===== config.mk =====
export PLATFORM = sky130hd
export DESIGN_NAME = scan_seq_ctrl
export DESIGN_NICKNAME = d
export VERILOG_FILES = /design/src/rtl/scan_ctrl_pkg.sv /design/src/rtl/scan_bit_counter.sv /design/src/rtl/scan_seq_ctrl.sv
export SDC_FILE = /design/constraint.sdc
export NUM_CORES = 1
export LEC_CHECK = 0
export CAP_MARGIN = 20
export CORE_MARGIN = 2
export CORE_UTILIZATION = 54
export DETAILED_ROUTE_END_ITERATION = 12
export MAX_ROUTING_LAYER = met4
export PLACE_DENSITY_LB_ADDON = 0.05
export REMOVE_ABC_BUFFERS = 1
export SLEW_MARGIN = 20
export SYNTH_ARGS = -nofsm -noshare
export SYNTH_HDL_FRONTEND = slang
export SYNTH_SLANG_ARGS = --single-unit

===== constraint.sdc =====
create_clock -name clock -period 4.2 [get_ports clock]
set_input_delay 1.26 -clock clock [delete_from_list [all_inputs] [get_ports clock]]
set_output_delay 1.26 -clock clock [all_outputs]
set_load 0.05 [all_outputs]

===== src/rtl/scan_ctrl_pkg.sv =====
// rtl/scan_ctrl_pkg.sv - shared state encoding and constants for the scan sequencer
package scan_ctrl_pkg;

    typedef enum logic [2:0] {
        ST_IDLE    = 3'd0,
        ST_LOAD    = 3'd1,
        ST_CAPTURE = 3'd2,
        ST_UNLOAD  = 3'd3,
        ST_DONE    = 3'd4
    } scan_state_t;

    // Each capture frame carries two bits: {line1,line2} in, {outp,overflw} out.
    localparam int FRAME_FIELD_W = 2;

    localparam int B01_CHAIN_LEN = 5;

endpackage


===== src/rtl/scan_bit_counter.sv =====
// rtl/scan_bit_counter.sv - loadable saturating down-counter with zero flag
module scan_bit_counter #(
    parameter int W = 3
) (
    input  logic         clock,
    input  logic         reset,
    input  logic         load,
    input  logic [W-1:0] load_val,
    input  logic         dec,
    output logic         zero
);

    logic [W-1:0] count;

    always_ff @(posedge clock or negedge reset) begin
        if (!reset) begin
            count <= '0;
        end else if (load) begin
            count <= load_val;
        end else if (dec && (count != '0)) begin
            count <= count - W'(1);
        end
    end

    assign zero = (count == '0);

endmodule


===== src/rtl/scan_seq_ctrl.sv =====
// rtl/scan_seq_ctrl.sv - scan load / capture / unload sequencer for small full-scan cores
module scan_seq_ctrl
    import scan_ctrl_pkg::*;
#(
    parameter int CHAIN_LEN = B01_CHAIN_LEN,
    parameter int MAX_CAP   = 4
) (
    input  logic                             clock,
    input  logic                             reset,
    input  logic                             start,
    input  logic [CHAIN_LEN-1:0]             pat_in,
    input  logic [FRAME_FIELD_W*MAX_CAP-1:0] pi_vec,
    input  logic [$clog2(MAX_CAP+1)-1:0]     n_capture,
    input  logic                             test_so,
    input  logic                             outp,
    input  logic                             overflw,
    output logic                             test_se,
    output logic                             test_si,
    output logic                             line1,
    output logic                             line2,
    output logic                             busy,
    output logic                             done,
    output logic [CHAIN_LEN-1:0]             resp_out,
    output logic [FRAME_FIELD_W*MAX_CAP-1:0] po_resp
);

    localparam int NCW = $clog2(MAX_CAP + 1);
    localparam int SCW = $clog2(CHAIN_LEN + 1);
    localparam int CW  = (SCW > NCW) ? SCW : NCW;
    localparam int PIW = FRAME_FIELD_W * MAX_CAP;

    localparam logic [CW-1:0]  LAST_BIT = CW'(CHAIN_LEN - 1);
    localparam logic [NCW-1:0] CAP_MAX  = NCW'(MAX_CAP);

    scan_state_t state, state_nxt;

    logic [CHAIN_LEN-1:0] pat_q;
    logic [PIW-1:0]       pi_q;
    logic [NCW-1:0]       ncap_q;
    logic [NCW-1:0]       frame_k;

    logic          cnt_load, cnt_dec, cnt_zero;
    logic [CW-1:0] cnt_val;

    logic accept, load_shift, frame_take, cap_en, unl_en;
    logic se_nxt, si_nxt, l1_nxt, l2_nxt;

    scan_bit_counter #(.W(CW)) u_cnt (
        .clock    (clock),
        .reset    (reset),
        .load     (cnt_load),
        .load_val (cnt_val),
        .dec      (cnt_dec),
        .zero     (cnt_zero)
    );

    always_ff @(posedge clock or negedge reset) begin
        if (!reset) begin
            state <= ST_IDLE;
        end else begin
            state <= state_nxt;
        end
    end

    // Core-facing pins are computed one cycle ahead so they leave this block straight from flops.
    always_comb begin
        state_nxt  = state;
        accept     = 1'b0;
        cnt_load   = 1'b0;
        cnt_val    = '0;
        cnt_dec    = 1'b0;
        load_shift = 1'b0;
        frame_take = 1'b0;
        cap_en     = 1'b0;
        unl_en     = 1'b0;
        se_nxt     = 1'b0;
        si_nxt     = 1'b0;
        l1_nxt     = 1'b0;
        l2_nxt     = 1'b0;
        case (state)
            ST_IDLE, ST_DONE: begin
                state_nxt = ST_IDLE;
                if (start) begin
                    accept    = 1'b1;
                    state_nxt = ST_LOAD;
                    cnt_load  = 1'b1;
                    cnt_val   = LAST_BIT;
                    se_nxt    = 1'b1;
                    si_nxt    = pat_in[0];
                end
            end
            ST_LOAD: begin
                if (!cnt_zero) begin
                    cnt_dec    = 1'b1;
                    load_shift = 1'b1;
                    se_nxt     = 1'b1;
                    si_nxt     = pat_q[0];
                end else if (ncap_q != '0) begin
                    state_nxt        = ST_CAPTURE;
                    cnt_load         = 1'b1;
                    cnt_val          = CW'(ncap_q) - CW'(1);
                    frame_take       = 1'b1;
                    {l1_nxt, l2_nxt} = pi_q[FRAME_FIELD_W-1:0];
                end else begin
                    state_nxt = ST_UNLOAD;
                    cnt_load  = 1'b1;
                    cnt_val   = LAST_BIT;
                    se_nxt    = 1'b1;
                end
            end
            ST_CAPTURE: begin
                cap_en = 1'b1;
                if (!cnt_zero) begin
                    cnt_dec          = 1'b1;
                    frame_take       = 1'b1;
                    {l1_nxt, l2_nxt} = pi_q[FRAME_FIELD_W-1:0];
                end else begin
                    state_nxt = ST_UNLOAD;
                    cnt_load  = 1'b1;
                    cnt_val   = LAST_BIT;
                    se_nxt    = 1'b1;
                end
            end
            ST_UNLOAD: begin
                unl_en = 1'b1;
                if (!cnt_zero) begin
                    cnt_dec = 1'b1;
                    se_nxt  = 1'b1;
                end else begin
                    state_nxt = ST_DONE;
                end
            end
            default: state_nxt = ST_IDLE;
        endcase
    end

    always_ff @(posedge clock or negedge reset) begin
        if (!reset) begin
            test_se  <= 1'b0;
            test_si  <= 1'b0;
            line1    <= 1'b0;
            line2    <= 1'b0;
            pat_q    <= '0;
            pi_q     <= '0;
            ncap_q   <= '0;
            frame_k  <= '0;
            po_resp  <= '0;
            resp_out <= '0;
        end else begin
            test_se <= se_nxt;
            test_si <= si_nxt;
            line1   <= l1_nxt;
            line2   <= l2_nxt;
            if (accept) begin
                // Bit 0 goes out on this edge, so keep only what is still to be shifted.
                pat_q   <= pat_in >> 1;
                pi_q    <= pi_vec;
                ncap_q  <= (n_capture > CAP_MAX) ? CAP_MAX : n_capture;
                frame_k <= '0;
                po_resp <= '0;
            end
            if (load_shift) begin
                pat_q <= pat_q >> 1;
            end
            if (frame_take) begin
                pi_q <= pi_q >> FRAME_FIELD_W;
            end
            if (cap_en) begin
                po_resp[FRAME_FIELD_W*frame_k +: FRAME_FIELD_W] <= {outp, overflw};
                if (!cnt_zero) begin
                    frame_k <= frame_k + NCW'(1);
                end
            end
            if (unl_en) begin
                resp_out <= {test_so, resp_out[CHAIN_LEN-1:1]};
            end
        end
    end

    assign busy = (state == ST_LOAD) || (state == ST_CAPTURE) || (state == ST_UNLOAD);
    assign done = (state == ST_DONE);

endmodule


==> parameters.txt <==
Parameter                              Value

Run status
  Outcome    complete, no violations

Global route
  All-layer global routing usage    0.216
  Maximum number of pins on one net before global-route repair    42
  Antenna violations before repair    0
  Global-route wire length before repair    6.40 mm
  Number of global-route vias before repair    1,413
  Sum of overflow across all layers after global routing    0

Setup path
  Gate family responsible for the most delay along the worst path    buffers and inverters
  Arr. time, crit path    2.05 ns
  Cell with the biggest individual delay on the critical path    clkdlybuf4s50_1
  Startpoint type of the worst setup path    flop
  Type of destination of the critical path    output port
  Number of buffers and inverters on the critical path    1
  Worst path cell trace    o21ba_2 -> clkdlybuf4s50_1
  Largest stage delay on the critical path    0.81 ns
  Largest driver fanout on the critical path    16
  Setup Crit Path Kind    flop to output port
  Worst path required time    2.94 ns

Power and ir drop
  Relative contribution of sequential cells to total power    0.359
  Power Total    0.00196 W
  Max rail drop VDD    579 µV
  Switching power total    0.000861 W
  Leak pwr    1.12 nW
  Total internal power    0.00110 W
  Clk pwr share    0.136
  Cell area power density    798 nW/µm²
  Logic gate share of total power    0.505
  Sw frac    0.439

Drt
  Remaining DRCs    0
  Number of optimization iterations in the first detailed-route pass    4
  Vias/cell    5.51
  DRC violation total after the first TritonRoute iteration    84
  Detail Route Antenna Nets    0
  Wire length per cell after detailed routing    14.1 µm
  Total wirelength of the detailed-routed design    3.88 mm
  Via total after detailed routing    1,511

Floorplan
  I/O pin count    41
  Placement row count    21
  Die Span X    63.9 µm
  Die Y    63.9 µm
  Starting utilization of the core area    0.572
  Total die area    4090 µm²
  Floorplan core area    3390 µm²

Placed design
  Count of port buffers added during placement    40
  Final weighted congestion in routability-driven placement    0.786
  Cell total after placement    266
  DP Wirelength    2.79 mm

Clock network
  Count of hold buffers inserted by post-cts repair    0
  CTS H-Tree Depth    2
  Setup repair bufs after CTS    0
  Library cell used as clock root buffer    clkbuf_4
  Number of gates resized after CTS    0
  Sinks on the clock net    41
  Clock transition time at the flip-flop clock pins of the worst setup and hold paths    0.12 ns
  Number of buffers created by CTS    5
  Maximum clock insertion buffer count    2
  Insertion delay of the later-clocked pin in the worst-skew pair    0.36 ns
  CTS tree    built

Timing
  Setup repair after global routing missed its margin    false
  Worst slew margin relative to its limit    0.411
  Final min period    3.31 ns
  Final clock period utilization by the worst path    0.789
  Clock skew    0.0109 ns
  Hold Violations, Final    0
  Total negative slack for setup checks    0 ns
  Final-layout worst hold slack    0.499 ns
  Slew at the pin with the worst max-slew slack    0.884 ns
  Setup violators final    0
  Pins Over Slew Limit    0
  Maximum clock frequency    302 MHz

Layout
  Leading cell type in the layout, fill and taps excluded    dfrtp_1
  Final cell count without fillers    274
  Utilization after layout    0.725
  Most used cells in the layout excluding fill and tap cells    41 x dfrtp_1, 39 x clkdlybuf4s50_1, 33 x nand2_1, 10 x o21ai_0
  Layout cell share with drive strength beyond 1    0.0833
  Fill cell instance count of the final layout    251
  Antenna Cells    0
  Final net count    254
  Relative area change from synthesis to final layout    26.8%

Yosys
  Library cell with the largest summed area after synthesis    dfrtp_1
  Library cells used by synthesis    38
  Synthesis warning total    0
  Combined area of all synthesized cells    1940 µm²
  Top cells by area in the synthesized netlist    dfrtp_1 53%, nand2_1 6.4%, mux2i_1 4.1%, ha_1 3.2%, a221o_1 3.1%
  Cell count after synthesis    185
  Sequential-to-total area share from yosys stat    0.529
  Flip-flop and latch count after synthesis    41
  Area share of the leading cell type in the synthesized netlist    0.529
  Avg Cell Area, Syn    10.5 µm²

Min path
  Path class of the lowest-slack min-delay path    flop to flop

Run
  Number of maximum-capacitance constraint violations    0
synth_stat cells, drive strengths merged:
cell type	n
and3	1
o32ai	1
nand4	1
clkbuf	6
nand3	6
or3	2
nand4b	1
dfrtp	41
o21ai	10
o2111a	1
buf	1
o31ai	1
a21o	1
nor4	1
and2	8
nor2b	5
nor3b	3
nand2	33
nand3b	2
mux2	5
xor2	1
or3b	1
o221ai	1
o21ba	1
nor2	4
inv	7
o22ai	2
o211a	1
nand2b	4
or4	1
a221o	6
mux2i	8
and4b	1
a22o	1
nor3	4
a21oi	7
ha	5
worst min-delay path: stages (launching register included):
cell and delay (ns):
dfrtp_1 0.36, nand2_1 0.05, o21ai_0 0.06
final cells by class:
class | count | area (µm²) | area share
clock buffers | 7 | 55.1 | 0.0224
multi-input cells | 130 | 853 | 0.347
flip-flops and latches | 41 | 1030 | 0.417
well taps | 46 | 57.6 | 0.0234
inverters | 7 | 26.3 | 0.0107
repair buffers | 42 | 410 | 0.167
clock inverters | 1 | 30.0 | 0.0122
worst paths after layout:
path	start	endpoint	slack, ns	cells past startpoint
min in group asynchronous	reset	state[0]	1.01	1
max	state[1]	busy	0.89	2
max reg2reg	u_cnt.count[0]	pi_q[0]	2.17	6
max in group asynchronous	reset	po_resp[3]	2.64	1
min	pat_q[3]	pat_q[2]	0.50	2
min reg2reg	pat_q[3]	pat_q[2]	0.50	2
metal layers:
layer  track usage  part of all wire
met1         0.252              0.42
met2         0.341              0.49
met3        0.0599             0.062
met4         0.111             0.028
met5             -                 0
logic make-up (layout without fill, tap and decap cells):
family | Yosys count | after routing | share of synthesized area
compound gates | 33 | 33 | 0.119
xor+xnor | 1 | 1 | 0.00452
fa+ha+maj | 5 | 5 | 0.0323
buf+inv | 14 | 57 | 0.0310
flops | 41 | 41 | 0.529
mux | 13 | 13 | 0.0703
simple gates | 78 | 78 | 0.214
registers in the layout, summed over array words and instances, names as in the netlist:
name	cells
pi_q	8
po_resp	8
frame_k	3
ncap_q	3
state	3
resp_out	5
pat_q	4
line2	1
u_cnt.count	3
test_se	1
test_si	1
line1	1
per-stage QoR:
step           instance area, µm²  worst slack, ns
3_5_place_dp                 2370             1.30
6_report                     2460            0.885
4_1_cts                      2460            0.888
5_1_grt                      2460            0.815
2_1_floorplan                1910             1.24
3_3_place_gp                 2370             1.34
power groups by stage:
stage	clock [W]	combinational, W	sequential, W
floorplan	0	0.000461	0.000931
global placement	0	0.000960	0.000698
detailed placement	0	0.000994	0.000710
CTS	0.000274	0.000999	0.000702
global route	0.000293	0.00108	0.000728
finish	0.000268	0.000991	0.000704
(Power assumes the default switching activity.)
